## src/rtl/rv_pkg.sv

```systemverilog
// rv_pkg: shared RV32I R-type encoding constants and types.
// Used by the program writer (producer) and by the core's instruction
// decoder (consumer), so both ends of the instruction path agree on the
// opcode, funct3 and funct7 values.
package rv_pkg;

    localparam logic [6:0] OPCODE_RTYPE = 7'b0110011;

    localparam logic [2:0] FUNCT3_ADD  = 3'b000;  // ADD and SUB
    localparam logic [2:0] FUNCT3_SLL  = 3'b001;
    localparam logic [2:0] FUNCT3_SLT  = 3'b010;
    localparam logic [2:0] FUNCT3_SLTU = 3'b011;
    localparam logic [2:0] FUNCT3_XOR  = 3'b100;
    localparam logic [2:0] FUNCT3_SR   = 3'b101;  // SRL and SRA
    localparam logic [2:0] FUNCT3_OR   = 3'b110;
    localparam logic [2:0] FUNCT3_AND  = 3'b111;

    localparam logic [6:0] FUNCT7_BASE = 7'h00;
    localparam logic [6:0] FUNCT7_ALT  = 7'h20;   // SUB / SRA

    typedef enum logic [3:0] {
        ALU_ADD  = 4'd0,
        ALU_SUB  = 4'd1,
        ALU_AND  = 4'd2,
        ALU_OR   = 4'd3,
        ALU_XOR  = 4'd4,
        ALU_SLL  = 4'd5,
        ALU_SRL  = 4'd6,
        ALU_SRA  = 4'd7,
        ALU_SLT  = 4'd8,
        ALU_SLTU = 4'd9
    } alu_op_t;

    typedef enum logic [2:0] {
        ST_IDLE   = 3'd0,
        ST_ACCEPT = 3'd1,
        ST_WRITE  = 3'd2,
        ST_FULL   = 3'd3,
        ST_ERROR  = 3'd4
    } wr_state_t;

    // Assemble an R-type word from its fields.
    function automatic logic [31:0] rtype_word(
        input logic [6:0] funct7,
        input logic [4:0] rs2,
        input logic [4:0] rs1,
        input logic [2:0] funct3,
        input logic [4:0] rd
    );
        return {funct7, rs2, rs1, funct3, rd, OPCODE_RTYPE};
    endfunction

endpackage

```

## src/rtl/rtype_encoder.sv

```systemverilog
// rtype_encoder: combinational ALU-op to RV32I R-type word encoder.
// Ports:
//   alu_op  in  4   ALU operation code
//   rd/rs1/rs2 in 5 register indices (rd = 0 encoded normally)
//   word    out 32  encoded instruction
//   illegal out 1   operation code has no R-type encoding (1010..1111)
module rtype_encoder
    import rv_pkg::*;
(
    input  logic [3:0]  alu_op,
    input  logic [4:0]  rd,
    input  logic [4:0]  rs1,
    input  logic [4:0]  rs2,
    output logic [31:0] word,
    output logic        illegal
);

    alu_op_t    op;
    logic [2:0] funct3;
    logic [6:0] funct7;

    assign op = alu_op_t'(alu_op);

    // Map operation code to funct3/funct7; unmapped codes flag illegal.
    always_comb begin
        funct3  = FUNCT3_ADD;
        funct7  = FUNCT7_BASE;
        illegal = 1'b0;
        case (op)
            ALU_ADD:  funct3 = FUNCT3_ADD;
            ALU_SUB:  begin funct3 = FUNCT3_ADD; funct7 = FUNCT7_ALT; end
            ALU_AND:  funct3 = FUNCT3_AND;
            ALU_OR:   funct3 = FUNCT3_OR;
            ALU_XOR:  funct3 = FUNCT3_XOR;
            ALU_SLL:  funct3 = FUNCT3_SLL;
            ALU_SRL:  funct3 = FUNCT3_SR;
            ALU_SRA:  begin funct3 = FUNCT3_SR; funct7 = FUNCT7_ALT; end
            ALU_SLT:  funct3 = FUNCT3_SLT;
            ALU_SLTU: funct3 = FUNCT3_SLTU;
            default:  illegal = 1'b1;
        endcase
        word = rtype_word(funct7, rs2, rs1, funct3, rd);
    end

endmodule

```

## src/rtl/rtype_program_writer.sv

```systemverilog
// rtype_program_writer: accepts ALU micro-ops over valid/ready, encodes each
// as an R-type word and writes consecutive words to instruction memory
// through a stalling write port.
// Ports:
//   clk, reset          clock, asynchronous active-high reset
//   start               pulse: clear pointer/count/err and open a session
//   in_valid/in_ready   request handshake; in_alu_op, in_rd/rs1/rs2 payload
//   mem_we/mem_ready    write request, accepted when both high
//   mem_addr/mem_wdata  byte address (BASE_ADDR + 4*count) and word
//   count, full, err    words written, count == DEPTH, sticky illegal op
module rtype_program_writer
    import rv_pkg::*;
#(
    parameter int          ADDR_W    = 8,
    parameter logic [31:0] BASE_ADDR = 32'h0000_0000
) (
    input  logic              clk,
    input  logic              reset,
    input  logic              start,
    input  logic              in_valid,
    output logic              in_ready,
    input  logic [3:0]        in_alu_op,
    input  logic [4:0]        in_rd,
    input  logic [4:0]        in_rs1,
    input  logic [4:0]        in_rs2,
    output logic              mem_we,
    input  logic              mem_ready,
    output logic [31:0]       mem_addr,
    output logic [31:0]       mem_wdata,
    output logic [ADDR_W:0]   count,
    output logic              full,
    output logic              err
);

    // DEPTH = 2**ADDR_W expressed in the count width.
    localparam logic [ADDR_W:0] DEPTH_CNT = {1'b1, {ADDR_W{1'b0}}};

    wr_state_t       state;
    logic [31:0]     enc_word;
    logic            enc_illegal;
    logic            handshake;
    logic [ADDR_W:0] count_next;
    logic [31:0]     addr_next;

    rtype_encoder u_encoder (
        .alu_op  (in_alu_op),
        .rd      (in_rd),
        .rs1     (in_rs1),
        .rs2     (in_rs2),
        .word    (enc_word),
        .illegal (enc_illegal)
    );

    // start masks in_ready so nothing is consumed in a start cycle.
    assign in_ready   = (state == ST_ACCEPT) && !start;
    assign handshake  = in_valid && in_ready;
    assign count_next = count + {{ADDR_W{1'b0}}, 1'b1};
    assign addr_next  = BASE_ADDR + 32'({count_next, 2'b00});

    // Session FSM with the word register and count/address counter.
    always_ff @(posedge clk or posedge reset) begin
        if (reset) begin
            state     <= ST_IDLE;
            mem_we    <= 1'b0;
            mem_addr  <= BASE_ADDR;
            mem_wdata <= 32'h0000_0000;
            count     <= '0;
            full      <= 1'b0;
            err       <= 1'b0;
        end else if (start) begin
            // Any pending write is abandoned.
            state    <= ST_ACCEPT;
            mem_we   <= 1'b0;
            mem_addr <= BASE_ADDR;
            count    <= '0;
            full     <= 1'b0;
            err      <= 1'b0;
        end else begin
            case (state)
                ST_IDLE: begin
                    state <= ST_IDLE;
                end
                ST_ACCEPT: begin
                    if (handshake) begin
                        if (enc_illegal) begin
                            state <= ST_ERROR;
                            err   <= 1'b1;
                        end else begin
                            state     <= ST_WRITE;
                            mem_wdata <= enc_word;
                            mem_we    <= 1'b1;
                        end
                    end else begin
                        state <= ST_ACCEPT;
                    end
                end
                ST_WRITE: begin
                    // Address and data stay put until the memory takes them.
                    if (mem_ready) begin
                        mem_we   <= 1'b0;
                        count    <= count_next;
                        mem_addr <= addr_next;
                        if (count_next == DEPTH_CNT) begin
                            full  <= 1'b1;
                            state <= ST_FULL;
                        end else begin
                            state <= ST_ACCEPT;
                        end
                    end else begin
                        state <= ST_WRITE;
                    end
                end
                ST_FULL: begin
                    state <= ST_FULL;
                end
                ST_ERROR: begin
                    state <= ST_ERROR;
                end
                default: begin
                    state  <= ST_IDLE;
                    mem_we <= 1'b0;
                end
            endcase
        end
    end

endmodule

```

## config.mk

```make
export PLATFORM = sky130hd
export DESIGN_NAME = rtype_program_writer
export DESIGN_NICKNAME = d
export VERILOG_FILES = /design/src/rtl/rv_pkg.sv /design/src/rtl/rtype_encoder.sv /design/src/rtl/rtype_program_writer.sv
export SDC_FILE = /design/constraint.sdc
export NUM_CORES = 1
export LEC_CHECK = 0
export CAP_MARGIN = 20
export CORE_ASPECT_RATIO = 0.5
export CORE_MARGIN = 5
export CORE_UTILIZATION = 40
export DETAILED_ROUTE_END_ITERATION = 10
export GPL_TIMING_DRIVEN = 0
export MAX_ROUTING_LAYER = met4
export PLACE_DENSITY = 0.82
export SYNTH_ARGS = -nofsm -noshare
export SYNTH_HDL_FRONTEND = slang
export SYNTH_SLANG_ARGS = --single-unit
```

## constraint.sdc

```tcl
create_clock -name clk -period 3.9 [get_ports clk]
set_input_delay 1.17 -clock clk [delete_from_list [all_inputs] [get_ports clk]]
set_output_delay 1.17 -clock clk [all_outputs]
set_load 0.02 [all_outputs]
```

* After elaboration in Yosys (flattened, before gate mapping)
Cells that the tools add are included.
** Word-level totals
- Register bits :: 76
- Output and inout port bits :: 77
- Logic and storage cells :: 74
** Operators by class
- Add/sub/neg operators :: 1
- Equal/unequal tests :: 19
- Multiplexer cells :: 27
- Bitwise operators :: 1
- Reductions and logical operators :: 19
** Operators by type and width (count)
- $mux 32 :: 3
- $mux 9 :: 3
- $pmux 3 s7 :: 1
- $eq 4x3->1 const B :: 4
- $mux 1 :: 12
- $mux 3 :: 4
- $pmux 3 s4 :: 1
- $reduce_bool 2->1 :: 5
- $reduce_or 10->1 :: 1
- $add 9x1->9 const B :: 1
- $eq 9x9->1 const B :: 1
- $ne 3x3->1 const B :: 3
- $eq 4x2->1 const B :: 2
- $eq 4x4->1 const B :: 2
- $reduce_and 4->1 :: 2
- $eq 3x2->1 const B :: 2
- $mux 6 :: 1
- $reduce_and 3->1 :: 2
- $eq 4x1->1 const B :: 1
- $logic_not 4->1 :: 1
- $ne 2x1->1 const B :: 2
- $reduce_or 2->1 :: 2
- $eq 3x1->1 const B :: 1
- $eq 3x3->1 const B :: 1
- other kinds (8) :: 9

* Longest topological paths before layout
Gate-level depths: netlist of the first run.
- Depth in word-level cells :: 6
- Gate-level depth with buffers :: 7
- Gate-level depth less buffers :: 6

* Modules after synthesis
A second synthesis of the first run with hierarchy kept.
** Second synthesis, totals
- Cell total of the unflattened synthesis :: 225
- Area total of the unflattened synthesis :: 2546.2 um^2
** By module, submodules not included
- rtype_program_writer :: instances 1, cells an instance 182, area an instance 2258.4 um^2
- rtype_encoder :: instances 1, cells an instance 43, area an instance 287.8 um^2

* Worst setup path before layout of the first run
Ideal clock, no wire load.
- Kind :: input to output
- From :: input start
- To :: output in_ready
- Arrival time :: 1.935 ns
- Path slack :: 0.795 ns
- Stages on the path :: 2
- Buffers on the path :: 1
- Cell sequence :: clkbuf_1 > nor4b_2
** Between the ends
- Cells in the longest elaborated chain, start to end :: 2
** Ends and longest elaborated chain
- from (decl) :: line rtype_program_writer.sv:19 : input logic start,
- $logic_not 1->1 :: line rtype_program_writer.sv:55 : assign in_ready = (state == ST_ACCEPT) && !start;
- $logic_and 1x1->1 :: line rtype_program_writer.sv:55
- to (decl) :: line rtype_program_writer.sv:21 : output logic in_ready,
Every way passes these cells.

* Worst setup path in the final report of the first run
Ends and elaborated chain as after synthesis.

==> metrics.md, run 1 <==
| Metric | Value |
|---|---|
| Area growth syn-to-layout | 52.2% |
| Mapped Avg Cell Area | 10.4 um2 |
| Final period util | 92.1% |
| Skew-Pair Late Insertion Delay | 0.28 ns |
| Clk sink count | 35 |
| Post-CTS Setup Inserts | 0 |
| Synth top area cells | dfrtp_1 44%, buf_4 17%, mux2_2 8.5% |
| N_diodes | 0 |
| Drt drc | 0 |
| DR WL/cell | 12.3 um |
| Mapped Cells | ~190 |
| CP Data Required Time | 2.73 ns |
| Starting Density | 40.7% |
| Gr ovfl total | 0 |
| Share of the synthesized area in the top cell type | between 40% and 50% |
| Placed instance area | roughly 2900 um2 |
| Clock network fraction of design power | between 30% and 40% |
| Final #Nets | ~320 |
| Final setup violation count | 0 |
| Critical-path top delay cell | clkdlybuf4s50_1 |
| Highest clock rate | 278 MHz |
| RePlAce Congestion | 0.824 |
| CP Capture Type | primary output |
| Worst Path Arrival | 2.42 ns |
| Pin count of the biggest net entering global routing | 25 |
| Slew @ Worst Pin | 0.542 ns |
| Flop pwr share | between 30% and 40% |
| Status | complete, no violations |
| MaxCap Viol Count | 0 |
| Startpoint types | primary input |
| Pins Over Slew Limit | 0 |
| Filler cells | 428 |
| Crit path max-delay family | buffers and inverters |
| Reg clk slew, reported paths | 0.07 ns |
| Seq cells post-synth | 35 |
| I/O pin cnt | 101 |
| DRT iter0 DRCs | 26 |
| Row count | 18 |
| Netlist cell types | 38 |
| Final WL | 4.54 mm |
| DP Wirelength | between 3 and 4 mm |
| Gr usage total | around 15% |
| Post-synth EDFFs | 0 |
| Vias in the first global route | roughly 1500 |
| Crit path time final | roughly 3.6 ns |
| Worst setup path class | in2out |
| Ys async rst share | between 90% and 100% |
| Hold-fix buffers, CTS | 0 |
| Clock Tree Root | clkbuf_8 |
| Combinational power share | 30.2% |
| Setup TNS Final | 0 ns |
| Main flop type after synthesis | dfrtp_1 |
| Die Wd | 110 um |
| Slew headroom | 63.8% |
| Post-route cell area | 3020 um2 |
| CTS tree | built |
| P per Cell Area | 400 nW/um2 |
| Switching portion of total power | 28.2% |
| Peak supply drop | 0.000251 V |
| H-Tree Depth | 2 |
| Core Region | 4860 um2 |
| P_leak | 1.39 nW |
| Global-route wire length before repair | 7.16 mm |
| Die span in y | between 50 and 60 um |
| CP Buf/Inv Count | 2 |
| Post-Syn Area | between 1500 and 2000 um2 |
| Synth warn | 0 |
| Clock Tree Buf Depth | 2 |
| CP max FO | 8 |
| Hold Vio Cnt, Final | 0 |
| Int Power | a little under 900 uW |
| RSZ-0062 raised after global routing | false |
| Hold WC Path Type | reg2reg |
| Antenna viol nets, final | 0 |
| Layout cells sized above 1 | 25.5% |
| Initial antenna violation count | 0 |
| Synth area leader | dfrtp_1 |
| Via density | 4.37 |
| Post_cts resized | 0 |
| CP peak stage delay | 0.67 ns |
| Cell Chain, Critical Path | clkbuf_1 -> nor4b_2 -> clkdlybuf4s50_1 |
| I/O Buffers | 67 |
| Die ar. | ~6500 um2 |
| Clock skew | 0.00742 ns |
| TritonRoute pass-1 iters | 4 |
| NetSw | 340 uW |
| Commonest non-fill, non-tap cell in the layout | clkdlybuf4s50_1 |
| Sequential fraction of the synthesis area | 44.2% |
| Commonest non-fill, non-tap cells in the layout | 67 x clkdlybuf4s50_1, 46 x buf_4, 35 x dfrtp_1, 32 x conb_1 |
| Total CTS buffers | 5 |
| Vias | 1609 |
[registers in the layout (all words and copies together), names as in the netlist]
name and cells:
mem_we 1, full 1, err 1, state 3
mem_wdata 20, count 9
[routing by layer]
| layer | global-route usage [%] | wire, um | up-vias |
|---|---|---|---|
| li1 | - | - | 781 |
| met1 | 15.9 | 1790 | 760 |
| met2 | 25.8 | 2290 | 62 |
| met3 | 4.21 | 389 | 6 |
| met4 | 5.86 | 70 | 0 |
| met5 | - | 0 | - |
[logic make-up after synthesis]
kind of cell / Yosys count / synth area share (%)
XOR/XNOR: 11 / 4.86
AND/OR/NAND/NOR: 45 / 12.2
adder cells (fa/ha/maj): 2 / 1.26
multiplexers: 16 / 9.03
other: 1 / 0.189
buffers and inverters: 58 / 20.0
AO/OA/AOI/OAI: 23 / 8.21
flip-flops: 35 / 44.2
[power by group through the flow]
stage          registers [mW]  logic [mW]  clock network (mW)
4_1_cts                 0.454       0.367               0.399
6_report                0.453       0.364               0.389
3_5_place_dp            0.460       0.366                   0
2_1_floorplan           0.528       0.129                   0
5_1_grt                 0.462       0.387               0.417
3_3_place_gp            0.456       0.358                   0
[worst register-to-register path, stage by stage (launching register included)]
cell      delay, ns
dfrtp_1        0.53
ha_1           0.38
nand3_1        0.14
nor3_1         0.19
a31oi_1        0.07
a211o_1        0.26
a221oi_2       0.26
[synth_stat cells (3+ instances only)]
master    number
nand2b_1       3
xnor2_1        4
dfrtp_1       35
inv_1          5
o22ai_1        3
nand2_1        7
buf_4         46
a21oi_1        4
o21ai_0        3
buf_2          5
nor2_1        15
a211oi_1       3
nand3_1        5
xor2_1         7
mux2_2        15
[worst paths after layout]
check / start / to / slack [ns] / cells after the start
worst min-delay path: mem_wdata[30] / mem_wdata[30] / 0.50 / 2
worst min register to register: mem_wdata[30] / mem_wdata[30] / 0.50 / 2
worst max-delay path: start / in_ready / 0.31 / 3
max in group asynchronous: reset / count[5] / 2.17 / 3
worst max register to register: count[0] / state[1] / 1.99 / 6
min in group asynchronous: reset / mem_wdata[23] / 1.22 / 2
[cell type report]
type	count	area (um2)	share of cell area, %
buffer	53	378	12.5
clock buffer	6	72.6	2.41
timing repair buffer	68	698	23.2
tap	70	87.6	2.90
clock inverter	2	60.1	1.99
multi-input combinational	129	825	27.3
sequential	35	876	29.0
inverter	5	18.8	0.622
[per-stage QoR]
stage               cells  total power, mW  util (%)  setup slack, ns  hold slack [ns]
global route          368             1.27      62.0            0.233            0.535
global placement      359            0.814      58.7            0.303            0.466
finish                368             1.21      62.0            0.306            0.499
detailed placement    360            0.826      59.3            0.299            0.494
floorplan             222            0.657         -            0.795            0.572
CTS                   368             1.22      62.0            0.299            0.513
No activity file was read; power rests on OpenSTA's default activity.
==> run 2, diff against run 1 <==
- HOLD_SLACK_MARGIN: not set -> 0.02
==> results of run 2 <==
Final layout, timing and power as in run 1 (identical DEF).
